File: src/rtl/fifo_word_packer.sv
// Packs Lanes consecutive FIFO bytes into one wide word behind a valid/ready handshake.
// Optional stall counter output enabled by defining PACKER_STALL_CNT_EN.
module fifo_word_packer #(
  parameter int Width = 8,
  parameter int Lanes = 4
) (
  input  logic                     clk_i,
  input  logic                     rst_i,
  input  logic                     empty_flag_i,
  output logic                     read_o,
  input  logic [Width-1:0]         r_data_i,
  input  logic                     flush_i,
  output logic [Width*Lanes-1:0]   word_o,
  output logic [Lanes-1:0]         byte_en_o,
  output logic                     valid_o,
  input  logic                     ready_i
`ifdef PACKER_STALL_CNT_EN
  ,
  output logic [15:0]              stall_cnt_o
`endif
);

  // state | meaning
  // FILL  | popping bytes from the FIFO into lanes
  // HOLD  | word presented, waiting for ready_i
  localparam int CntW = $clog2(Lanes + 1);

  typedef enum logic {FILL, HOLD} state_t;

  state_t                   state;
  state_t                   state_nxt;
  logic [CntW-1:0]          lane_cnt;
  logic                     pending;
  logic                     flush_pend;
  logic [Width*Lanes-1:0]   word_q;
  logic [Lanes-1:0]         be_q;
  logic [CntW:0]            fill_level;
  logic                     last_capture;
  logic                     flush_done;
  logic                     handshake;
  logic                     flush_take;

  // In-flight reads count against capacity so the word can never overflow
  assign fill_level   = {1'b0, lane_cnt} + {{CntW{1'b0}}, pending};
  assign last_capture = pending && (lane_cnt == CntW'(Lanes - 1));
  assign flush_done   = flush_pend && !pending && (lane_cnt != '0);
  assign handshake    = (state == HOLD) && ready_i;
  assign flush_take   = (state == FILL) && flush_i && ((lane_cnt != '0) || pending);

  always_ff @(posedge clk_i or posedge rst_i) begin
    if (rst_i) state <= FILL;
    else       state <= state_nxt;
  end

  always_comb begin
    state_nxt = state;
    case (state)
      FILL:    if (last_capture || flush_done) state_nxt = HOLD;
      HOLD:    if (ready_i) state_nxt = FILL;
      default: state_nxt = FILL;
    endcase
  end

  always_comb begin
    read_o  = !rst_i && (state == FILL) && !empty_flag_i && !flush_pend &&
              (fill_level < (CntW + 1)'(Lanes));
    valid_o = (state == HOLD);
  end

  always_ff @(posedge clk_i or posedge rst_i) begin
    if (rst_i) begin
      lane_cnt   <= '0;
      pending    <= 1'b0;
      flush_pend <= 1'b0;
      word_q     <= '0;
      be_q       <= '0;
    end else begin
      pending <= read_o;
      if (handshake) begin
        lane_cnt   <= '0;
        flush_pend <= 1'b0;
        word_q     <= '0;
        be_q       <= '0;
      end else begin
        if (pending) begin
          for (int k = 0; k < Lanes; k++) begin
            if (lane_cnt == CntW'(k)) begin
              word_q[k*Width +: Width] <= r_data_i;
              be_q[k]                  <= 1'b1;
            end
          end
          lane_cnt <= lane_cnt + CntW'(1);
        end
        if (flush_take) flush_pend <= 1'b1;
      end
    end
  end

  assign word_o    = word_q;
  assign byte_en_o = be_q;

`ifdef PACKER_STALL_CNT_EN
  always_ff @(posedge clk_i or posedge rst_i) begin
    if (rst_i)
      stall_cnt_o <= 16'd0;
    else if (valid_o && !ready_i && (stall_cnt_o != 16'hFFFF))
      stall_cnt_o <= stall_cnt_o + 16'd1;
  end
`endif

endmodule
File: config.mk
export PLATFORM = sky130hd
export DESIGN_NAME = fifo_word_packer
export DESIGN_NICKNAME = d
export VERILOG_FILES = /design/src/rtl/fifo_word_packer.sv
export SDC_FILE = /design/constraint.sdc
export NUM_CORES = 1
export LEC_CHECK = 0
export CAP_MARGIN = 40
export CORE_UTILIZATION = 46
export DETAILED_ROUTE_END_ITERATION = 6
export PLACE_DENSITY = 0.78
export SYNTH_ARGS = -nofsm -noshare
export SYNTH_HDL_FRONTEND = slang
export SYNTH_SLANG_ARGS = --single-unit
export TNS_END_PERCENT = 50
File: constraint.sdc
create_clock -name clk_i -period 1.9 [get_ports clk_i]
set_clock_uncertainty 0.2 [all_clocks]
set_input_delay 0.38 -clock clk_i [delete_from_list [all_inputs] [get_ports clk_i]]
set_output_delay 0.38 -clock clk_i [all_outputs]
set_load 0.1 [all_outputs]
Word-level counts from Yosys, hierarchy flattened
Index checks and enable logic that the tools add are counted.
{"block": "totals", "register_bits": 42, "latchBits": 0, "mem_bits_rw": 0, "mem_bits_ro": 0, "inputBits": 13, "out_inout_bits": 38, "word_cells": 66, "mem_count": 0}
{"block": "op_classes", "addsub": 2, "mul": 0, "div_mod_pow": 0, "magnitude_cmp": 1, "eq_ne": 3, "shifts": 0, "mux": 19, "n_bitwise": 1, "n_reduce_logical": 28}
{"cell": "32-bit 2-to-1 mux", "count": 2}
{"cell": "8-bit 2-to-1 mux", "count": 4}
{"cell": "2-bit nonzero test", "count": 6}
{"cell": "1-bit logical AND", "count": 10}
{"cell": "1-bit 2-to-1 mux", "count": 8}
{"cell": "4-bit 2-to-1 mux", "count": 2}
{"cell": "2-bit AND reduction", "count": 4}
{"cell": "3-bit by 2-bit equality test with 1-bit output (second input constant)", "count": 2}
{"cell": "3-bit 2-to-1 mux", "count": 2}
{"cell": "3-bit by 1-bit adder with 4-bit output", "count": 1}
{"cell": "1-bit zero test", "count": 4}
{"cell": "4-bit by 3-bit less-than comparator with 1-bit output (second input constant)", "count": 1}
{"cell": "3-bit by 1-bit adder with 3-bit output (second input constant)", "count": 1}
{"cell": "3-bit by 1-bit equality test with 1-bit output (second input constant)", "count": 1}
{"cell": "3-bit zero test", "count": 1}
{"cell": "3-bit nonzero test", "count": 1}
{"cell": "1-bit logical OR", "count": 2}
{"cell": "1-bit one-hot mux with 2 select lines", "count": 1}
{"cell": "1-bit inverter", "count": 1}

Logic depth before layout (Yosys ltp)
Gate-level depths: netlist of run 1.
{"block": "depth", "ltp_word": 6, "depth_mapped": 6}

Worst setup path after synthesis of run 1
OpenSTA, ideal clock, no wires.
{"block": "synth_timing", "path_kind": "register to output", "startpoint": "reg state (netlist: valid_o)", "endpoint": "out read_o", "arrival_time_ps": 2745, "setup_slack_ps": -1425, "path_stages_with_launch": 3, "path_buffers": 0, "cell_sequence": "dfrtp_1 > or4_4 > a311oi_2"}
{"block": "synth_between", "elab_chain_cells": 5}
{"element": "from (decl)", "line": "30", "text": "state_t state;"}
{"element": "from (signal assigned)", "line": "52", "text": "else state <= state_nxt;"}
{"element": "1-bit inverter"}
{"element": "1-bit logical AND (4 in a row)", "line": "65", "text": "read_o = !rst_i && (state == FILL) && !empty_flag_i && !flush_pend &&"}
{"element": "to (decl)", "line": "10", "text": "output logic read_o,"}
No other way between the ends.

Final worst setup path of run 1
Same ends and word-level chain as after synthesis.

==> results of run 1 <==
synthesized netlist by cell type:
cell type	count	area share
a311oi_2	1	0.0085
nand3b_2	2	0.013
nand3_1	24	0.068
a21oi_1	11	0.031
nand3b_4	1	0.011
mux2i_1	1	0.0057
or4_4	1	0.0064
dfrtp_1	42	0.60
o32ai_1	1	0.0050
a211oi_1	2	0.0085
inv_1	9	0.019
nand2_1	26	0.056
ha_1	5	0.036
and2_1	2	0.0071
nor3b_1	1	0.0043
buf_2	5	0.014
xnor2_1	1	0.0050
o21ai_0	24	0.068
o31a_1	1	0.0050
buf_6	2	0.013
clkbuf_1	3	0.0064
nor2_1	5	0.011
power by group through the flow:
stage	Clock (W)	Combinational, W	Sequential, W
after floorplan	0	0.000444	0.00228
after global placement	0	0.00235	0.00129
after detailed placement	0	0.00240	0.00130
after CTS	0.000719	0.00241	0.00129
after global routing	0.000753	0.00248	0.00131
final	0.000716	0.00239	0.00128
routing by layer:
layer | global-route usage | vias to the layer above | part of all wire
met4 | 0.1051 | 0 | 0.022
met5 | 0 | - | 0
met2 | 0.4322 | 56 | 0.53
met3 | 0.07143 | 11 | 0.051
met1 | 0.2737 | 726 | 0.39
li1 | - | 687 | -
path summary, 6_finish.rpt:
kind                       slack, ns                       end  cells after the start
setup / recovery               -0.46                    read_o                      3
max in group asynchronous       0.99         valid_o$_DFF_PP0_                      3
hold / removal                  0.08         pending$_DFF_PP0_                      2
setup reg to reg                0.13         valid_o$_DFF_PP0_                      4
min in group clk_i              0.36  byte_en_o[0]$_DFFE_PP0P_                      2
hold reg to reg                 0.36  byte_en_o[0]$_DFFE_PP0P_                      2
sequential cells by signal (all words and copies together) (netlist names):
name        flops
byte_en_o       4
lane_cnt        3
valid_o         1
flush_pend      1
pending         1
word_o         32
metrics by stage:
step / utilization / total power [W] / cells / hold WS, ns
detailed placement: 0.7498 / 0.003696 / 265 / 0.3570
global route: 0.7806 / 0.004548 / 272 / 0.1099
floorplan: - / 0.002722 / 170 / 0.2979
CTS: 0.7806 / 0.004414 / 272 / 0.08345
finish: 0.7806 / 0.004392 / 272 / 0.07943
global placement: 0.7498 / 0.003633 / 265 / 0.3465
kinds of logic after synthesis:
group / synth area share
fa+ha+maj: 0.03559
compound gates: 0.1267
simple gates: 0.1765
flops: 0.5979
buf+inv: 0.05266
mux: 0.005694
xor+xnor: 0.004983
cell type report:
cell class / instances / area share
timing repair buffer: 57 / 0.3398
tap: 48 / 0.02102
sequential: 42 / 0.3691
clock buffer: 6 / 0.02890
inverter: 9 / 0.01182
multi-input combinational: 109 / 0.2189
clock inverter: 1 / 0.01051
repair_timing:
item                                    CTS  global route
endpoints found under the setup margin    1             1
pin swaps                                 2             0
hold buffers                              0             0
==> flow_metrics.env, run 1 <==
export IMPL_grt_pass1_wl_um=7320
export IMPL_p_sw_frac=0.4656
export IMPL_path_class="flip-flop to primary output"
export IMPL_wl_per_cell_um=16.24
export IMPL_path_cells="or4_4 -> a311oi_4 -> buf_12"
export IMPL_finalHoldViolCount=0
export IMPL_setup_tns_ns=-0.4642
export IMPL_max_cap_violations=0
export IMPL_ys_types=22
export IMPL_io_buffers=50
export IMPL_layout_common_cells="41 x dfrtp_1, 41 x buf_12, 26 x nand2_1"
export IMPL_critPathLaunchType="flip-flop"
export IMPL_seq_area_um2=1055
export IMPL_drtPass1Iterations=4
export IMPL_vias=1480
export IMPL_avgSynthCellArea_um2=10.34
export IMPL_wl_um=4416
export IMPL_clkPwrFrac=0.163
export IMPL_comb_power_share=0.545
export IMPL_cts_tree="built"
export IMPL_max_freq_ghz=0.4230
export IMPL_viasPerCell=5.441
export IMPL_grt_pass1_vias=1478
export IMPL_cts_resized=0
export IMPL_antenna_found_initial=0
export IMPL_num_io_pins=51
export IMPL_p_leak_nw=1.293
export IMPL_clk_insertion_delay_late_ns=0.30
export IMPL_place_gp_congestion=0.7874
export IMPL_rr_startpoint="lane_cnt[0]$_DFFE_PP0P_"
export IMPL_final_max_slew_viol_count=0
export IMPL_period_minus_slack_ns=2.364
export IMPL_worstSetupEndpointType="primary output"
export IMPL_yosys_warnings=0
export IMPL_syn_cell_area_um2=1758
export IMPL_arrival_ns=1.78
export IMPL_clock_path_buffers=2
export IMPL_rows=22
export IMPL_crit_required_ns=1.32
export IMPL_syn_inst=170
export IMPL_setup_viol=1
export IMPL_dp_hpwl_um=3204
export IMPL_fp_coreArea_um2=3661
export IMPL_post_cts_buffers=0
export IMPL_clk_pin_slew_ns=0.07
export IMPL_overflow=0
export IMPL_grt_start_max_net_pins=42
export IMPL_initial_utilization=0.4802
export IMPL_clock_sinks=42
export IMPL_max_slew_margin=0.7584
export IMPL_ys_seq_elements=42
export IMPL_preCtsSetupSlack_ns=-0.5771
export IMPL_diodes=0
export IMPL_power_density_nw_per_um2=1537
export IMPL_clockRootBuffer="clkbuf_8"
export IMPL_drive_gt1_frac=0.2589
export IMPL_area_delta_synth_final_pct=62.56
export IMPL_htree_num_levels=2
export IMPL_critPathTopFamily="simple AND/OR/NAND/NOR gates"
export IMPL_hold_path_class="primary input to async pin"
export IMPL_drc=0
export IMPL_layout_nets=242
export IMPL_violations="setup timing"
export IMPL_status="finished with violations"
export IMPL_seq_power_share=0.292
export IMPL_crit_path_max_fanout=2
export IMPL_fin_area_um2=2858
export IMPL_setup_worst_path_start="valid_o$_DFF_PP0_"
export IMPL_multi_input_area_um2=625.6
export IMPL_rsz0062_at_grt="yes"
export IMPL_dieArea_um2=4073
export IMPL_placed_area_um2=2745
export IMPL_max_vdd_ir_drop_mv=0.7756
export IMPL_die_w_um=63.82
export IMPL_finalWorstSetupSlack_ns=-0.4642
export IMPL_crit_slowest_cell="or4_4"
export IMPL_drt_first_iter_violations=58
export IMPL_max_stage_delay_ns=0.50
export IMPL_finalCritPeriodShare=1.244
export IMPL_p_int_w=0.002347
export IMPL_path_buf_inv=1
export IMPL_max_slew_worst_pin_slew_ns=0.3624
export IMPL_switchingPower_w=0.002045
export IMPL_ant_nets=0
export IMPL_cts_buffers=5
export IMPL_die_h_um=63.82
export IMPL_synth_seq_area_share=0.5979
export IMPL_syn_nets=188
export IMPL_track_usage=0.2453
export IMPL_nFillCells=205
No activity file was read; power rests on OpenSTA's default activity.
==> run 2: changes to the inputs <==
--- a/config.mk
+++ b/config.mk
@@ -8,7 +8,7 @@
 export CAP_MARGIN = 40
 export CORE_UTILIZATION = 46
 export DETAILED_ROUTE_END_ITERATION = 6
-export PLACE_DENSITY = 0.78
+export PLACE_DENSITY = 0.85
 export SYNTH_ARGS = -nofsm -noshare
 export SYNTH_HDL_FRONTEND = slang
 export SYNTH_SLANG_ARGS = --single-unit
==> run 2 against run 1 <==
Compared with the run above: the flow still finishes with violations (setup timing); cell area decreased by 0.26%; sequential share of layout area increased by 0.097 points; register-to-register slack about the same.
==> flow_metrics.env, run 2 (synthesis results as in run 1) <==
export IMPL_drc=0
export IMPL_placed_area_um2=2738
export IMPL_wl_um=4215
export IMPL_drtPass1Iterations=4
export IMPL_fp_coreArea_um2=3661
export IMPL_setup_viol=1
export IMPL_htree_num_levels=2
export IMPL_fin_area_um2=2850
export IMPL_crit_path_max_fanout=2
export IMPL_cts_resized=0
export IMPL_r2r_cells=4
export IMPL_clk_pin_slew_ns=0.08
export IMPL_place_inst=264
export IMPL_path_class="flip-flop to primary output"
export IMPL_regToRegSetupSlack_ns=0.12
export IMPL_finalCritPeriodShare=1.232
export IMPL_cts_buffers=5
export IMPL_overflow=0
export IMPL_die_w_um=63.82
export IMPL_fin_cells=272
export IMPL_max_cap_violations=0
export IMPL_finalPower_w=0.004354
export IMPL_rsz0062_at_grt="yes"
export IMPL_arrival_ns=1.76
export IMPL_area_delta_synth_final_pct=62.14
export IMPL_grt_pass1_vias=1451
export IMPL_p_leak_nw=1.289
export IMPL_rows=22
export IMPL_die_h_um=63.82
export IMPL_status="finished with violations"
export IMPL_num_io_pins=51
export IMPL_period_minus_slack_ns=2.341
export IMPL_violations="setup timing"
export IMPL_initial_utilization=0.4802
export IMPL_max_slew_worst_pin_slew_ns=0.3558
export IMPL_postCtsHoldBufs=0
export IMPL_grt_pass1_wl_um=7079
export IMPL_worstSetupEndpointType="primary output"
export IMPL_clk_insertion_delay_late_ns=0.29
export IMPL_finalWorstSetupSlack_ns=-0.4407
export IMPL_place_gp_congestion=0.7791
export IMPL_power_density_nw_per_um2=1528
export IMPL_drt_met1_wl_um=1807
export IMPL_max_freq_ghz=0.4272
export IMPL_io_buffers=50
export IMPL_critPathLaunchType="flip-flop"
export IMPL_met3_length_um=150
export IMPL_diodes=0
export IMPL_final_core_util=0.7785
export IMPL_finalHoldViolCount=0
export IMPL_max_slew_margin=0.7628
export IMPL_antenna_found_initial=0
export IMPL_largest_reg_flops=32
export IMPL_viasPerCell=5.298
export IMPL_setup_tns_ns=-0.4407
export IMPL_cts_tree="built"
export IMPL_layout_common_cells="41 x dfrtp_1, 41 x buf_12, 26 x nand2_1"
export IMPL_r2r_end="valid_o$_DFF_PP0_"
export IMPL_wl_met2_um=2203
export IMPL_grt_start_max_net_pins=43
export IMPL_wl_per_cell_um=15.50
export IMPL_drt_first_iter_violations=48
export IMPL_drive_gt1_frac=0.2589
export IMPL_hold_path_class="primary input to async pin"
export IMPL_dp_hpwl_um=2981
export IMPL_ant_nets=0
export IMPL_highest_layer="met4"
export IMPL_nFillCells=208
export IMPL_vias=1441
export IMPL_track_usage=0.2343
export IMPL_clock_path_buffers=2
export IMPL_layout_nets=241
export IMPL_post_cts_buffers=0
export IMPL_final_max_slew_viol_count=0
export IMPL_max_vdd_ir_drop_mv=0.7250
export IMPL_rr_startpoint="lane_cnt[0]$_DFFE_PP0P_"
export IMPL_crit_required_ns=1.32
export IMPL_clock_sinks=42
export IMPL_dieArea_um2=4073
export IMPL_clockRootBuffer="clkbuf_8"
run 2: area by class of cell:
type / instances / area [um^2] / share of cell area
Clock buffer: 5 / 68.82 / 0.02414
Clock inverter: 3 / 43.79 / 0.01536
Inverter: 9 / 33.78 / 0.01185
Multi-Input combinational cell: 109 / 625.6 / 0.2195
Sequential cell: 42 / 1055 / 0.3701
Tap cell: 48 / 60.06 / 0.02107
Timing Repair Buffer: 56 / 963.4 / 0.3380
run 2: report_power, final:
| group | internal (W) | switching [W] | leakage, nW |
|---|---|---|---|
| clock | 0.000393 | 0.000307 | 0.0585 |
| sequential | 0.00108 | 0.000208 | 0.575 |
| combinational | 0.000835 | 0.00153 | 0.655 |
| total | 0.00231 | 0.00204 | 1.29 |
run 2: repair_timing:
action,in CTS,in global routing
pin swaps,2,0
endpoints found under the setup margin,1,1
cloned,0,0
run 2: through the flow:
stage,worst slack (ns),hold WS [ns]
floorplan,-0.7451,0.2979
global placement,-0.5343,0.3389
detailed placement,-0.5394,0.3480
CTS,-0.4607,0.2619
global route,-0.4943,0.3126
finish,-0.4407,0.2575
run 2: worst max-delay path by stage:
stage          cells after the start  slack [ns]  endpoint         startpoint
3_3_place_gp                       4       -0.53    read_o              rst_i
5_1_grt                            3       -0.49    read_o  valid_o$_DFF_PP0_
6_report                           3       -0.44    read_o  valid_o$_DFF_PP0_
2_1_floorplan                      2       -0.75    read_o  valid_o$_DFF_PP0_
4_1_cts                            3       -0.46    read_o  valid_o$_DFF_PP0_
3_5_place_dp                       4       -0.54    read_o              rst_i
run 2: worst max-delay path: stages, from the launching register on:
cell      delay [ns]
dfrtp_4         0.47
or4_4           0.50
a311oi_4        0.28
buf_12          0.22
run 2: per-layer routing:
metal,GRT usage,vias to the layer above
li1,-,686
met2,0.3777,34
met3,0.06964,7
met1,0.3017,714
met5,0,-
met4,0.07670,0
==> run 3: changes to the inputs <==
--- a/config.mk
+++ b/config.mk
@@ -8,7 +8,9 @@
 export CAP_MARGIN = 40
 export CORE_UTILIZATION = 46
 export DETAILED_ROUTE_END_ITERATION = 6
-export PLACE_DENSITY = 0.85
+export PLACE_DENSITY = 0.78
+export RECOVER_POWER = 25
+export SETUP_SLACK_MARGIN = 0.15
 export SYNTH_ARGS = -nofsm -noshare
 export SYNTH_HDL_FRONTEND = slang
 export SYNTH_SLANG_ARGS = --single-unit
==> run 3 against run 2 <==
Compared with the run above: worst setup slack worse by 0.029 ns; the flow still finishes with violations (setup timing); power is 1.2% higher; maximum frequency down 1.2%; combinational power up 2%; critical path type unchanged; register-to-register slack better by 0.14 ns; utilization up 0.17 points; cell area up 0.22%; clock power is 2% higher; via count is 3.2% higher.
==> flow_metrics.env, run 3 (synthesis results as in run 1) <==
export IMPL_critPathTopFamily="simple AND/OR/NAND/NOR gates"
export IMPL_period_minus_slack_ns=2.370
export IMPL_place_gp_congestion=0.7874
export IMPL_r2r_end="valid_o$_DFF_PP0_"
export IMPL_max_cap_violations=0
export IMPL_path_buf_inv=1
export IMPL_finalWorstSetupSlack_ns=-0.4697
export IMPL_final_max_slew_viol_count=0
export IMPL_power_density_nw_per_um2=1543
export IMPL_max_vdd_ir_drop_mv=0.7839
export IMPL_vias=1487
export IMPL_final_common_cell="buf_12"
export IMPL_worstSetupEndpointType="primary output"
export IMPL_setup_tns_ns=-0.4697
export IMPL_crit_slowest_cell="or4_4"
export IMPL_htree_num_levels=2
export IMPL_clockRootBuffer="clkbuf_8"
export IMPL_path_class="flip-flop to primary output"
export IMPL_dp_hpwl_um=3204
export IMPL_drc=0
export IMPL_layout_common_cells="40 x buf_12, 39 x dfrtp_1, 26 x nand2_1"
export IMPL_grt_pass1_vias=1478
export IMPL_fin_area_um2=2856
export IMPL_clk_pin_slew_ns=0.07
export IMPL_cts_tree="built"
export IMPL_r2r_cells=4
export IMPL_status="finished with violations"
export IMPL_rsz0062_at_grt="yes"
export IMPL_overflow=0
export IMPL_largest_reg_flops=32
export IMPL_ant_nets=0
export IMPL_drt_first_iter_violations=81
export IMPL_max_freq_ghz=0.4220
export IMPL_drive_gt1_frac=0.2723
export IMPL_setup_viol=1
export IMPL_path_cells="or4_4 -> a311oi_4 -> buf_12"
export IMPL_clock_sinks=42
export IMPL_track_usage=0.2453
export IMPL_area_delta_synth_final_pct=62.49
export IMPL_crit_required_ns=1.32
export IMPL_finalPower_w=0.004408
export IMPL_place_inst=265
export IMPL_initial_utilization=0.4802
export IMPL_diodes=0
export IMPL_crit_path_max_fanout=2
export IMPL_wl_per_cell_um=16.39
export IMPL_fin_cells=272
export IMPL_die_w_um=63.82
export IMPL_finalCritPeriodShare=1.247
export IMPL_io_buffers=50
export IMPL_placed_area_um2=2745
export IMPL_drtPass1Iterations=4
export IMPL_rows=22
export IMPL_wl_um=4457
export IMPL_grt_start_max_net_pins=42
export IMPL_p_leak_nw=1.295
export IMPL_cts_buffers=5
export IMPL_dieArea_um2=4073
export IMPL_antenna_found_initial=0
export IMPL_layout_nets=242
export IMPL_finalHoldViolCount=0
export IMPL_max_stage_delay_ns=0.50
export IMPL_max_slew_margin=0.3515
export IMPL_post_cts_buffers=0
export IMPL_viasPerCell=5.467
export IMPL_max_slew_worst_pin_slew_ns=0.9727
export IMPL_fp_coreArea_um2=3661
export IMPL_rr_startpoint="lane_cnt[0]$_DFFE_PP0P_"
export IMPL_hold_path_class="primary input to async pin"
export IMPL_violations="setup timing"
export IMPL_critPathLaunchType="flip-flop"
export IMPL_regToRegSetupSlack_ns=0.26
export IMPL_clk_insertion_delay_late_ns=0.30
export IMPL_clock_path_buffers=2
export IMPL_num_io_pins=51
export IMPL_grt_pass1_wl_um=7320
export IMPL_postCtsHoldBufs=0
export IMPL_die_h_um=63.82
export IMPL_arrival_ns=1.79
==> run 3: timing repair <==
action | 4_1_cts | 5_1_grt
pin swaps | 2 | 0
setup endpoints to repair | 2 | 13
resized for setup | 1 | 4
==> run 3: worst max-delay path by stage <==
stage | startpoint | end | slack (ns) | depth (start not counted)
floorplan | valid_o$_DFF_PP0_ | read_o | -0.75 | 2
global placement | rst_i | read_o | -0.53 | 4
detailed placement | rst_i | read_o | -0.58 | 4
CTS | valid_o$_DFF_PP0_ | read_o | -0.49 | 3
global route | valid_o$_DFF_PP0_ | read_o | -0.52 | 3
finish | valid_o$_DFF_PP0_ | read_o | -0.47 | 3
==> run 3: routing by layer <==
| metal | vias up | routed length (um) | GRT usage |
|---|---|---|---|
| met2 | 61 | 2374 | 0.4322 |
| met1 | 732 | 1737 | 0.2737 |
| li1 | 684 | - | - |
| met3 | 10 | 252 | 0.07143 |
| met5 | - | 0 | 0 |
| met4 | 0 | 93 | 0.1051 |
==> run 3: area by class of cell <==
cell class                 instances  area, um^2
sequential                        42        1057
timing repair buffer              57       955.9
fill                             206       804.5
multi-input combinational        109       636.9
clock buffer                       6       82.58
tap                               48       60.06
inverter                           9       33.78
clock inverter                     1       30.03
==> run 3: power by group <==
group,switching (W),leakage [nW],internal [W]
Clock,0.000295,0.0573,0.000420
Sequential,0.000202,0.572,0.00109
Combinational,0.00156,0.666,0.000847
Total,0.00205,1.29,0.00235
==> run 3: through the flow <==
| stage | hold WS (ns) | worst slack (ns) | utilization |
|---|---|---|---|
| 2_1_floorplan | 0.2979 | -0.7451 | - |
| 3_3_place_gp | 0.3465 | -0.5304 | 0.7498 |
| 3_5_place_dp | 0.3570 | -0.5771 | 0.7498 |
| 4_1_cts | 0.08345 | -0.4854 | 0.7809 |
| 5_1_grt | 0.08466 | -0.5151 | 0.7802 |
| 6_report | 0.05266 | -0.4697 | 0.7802 |
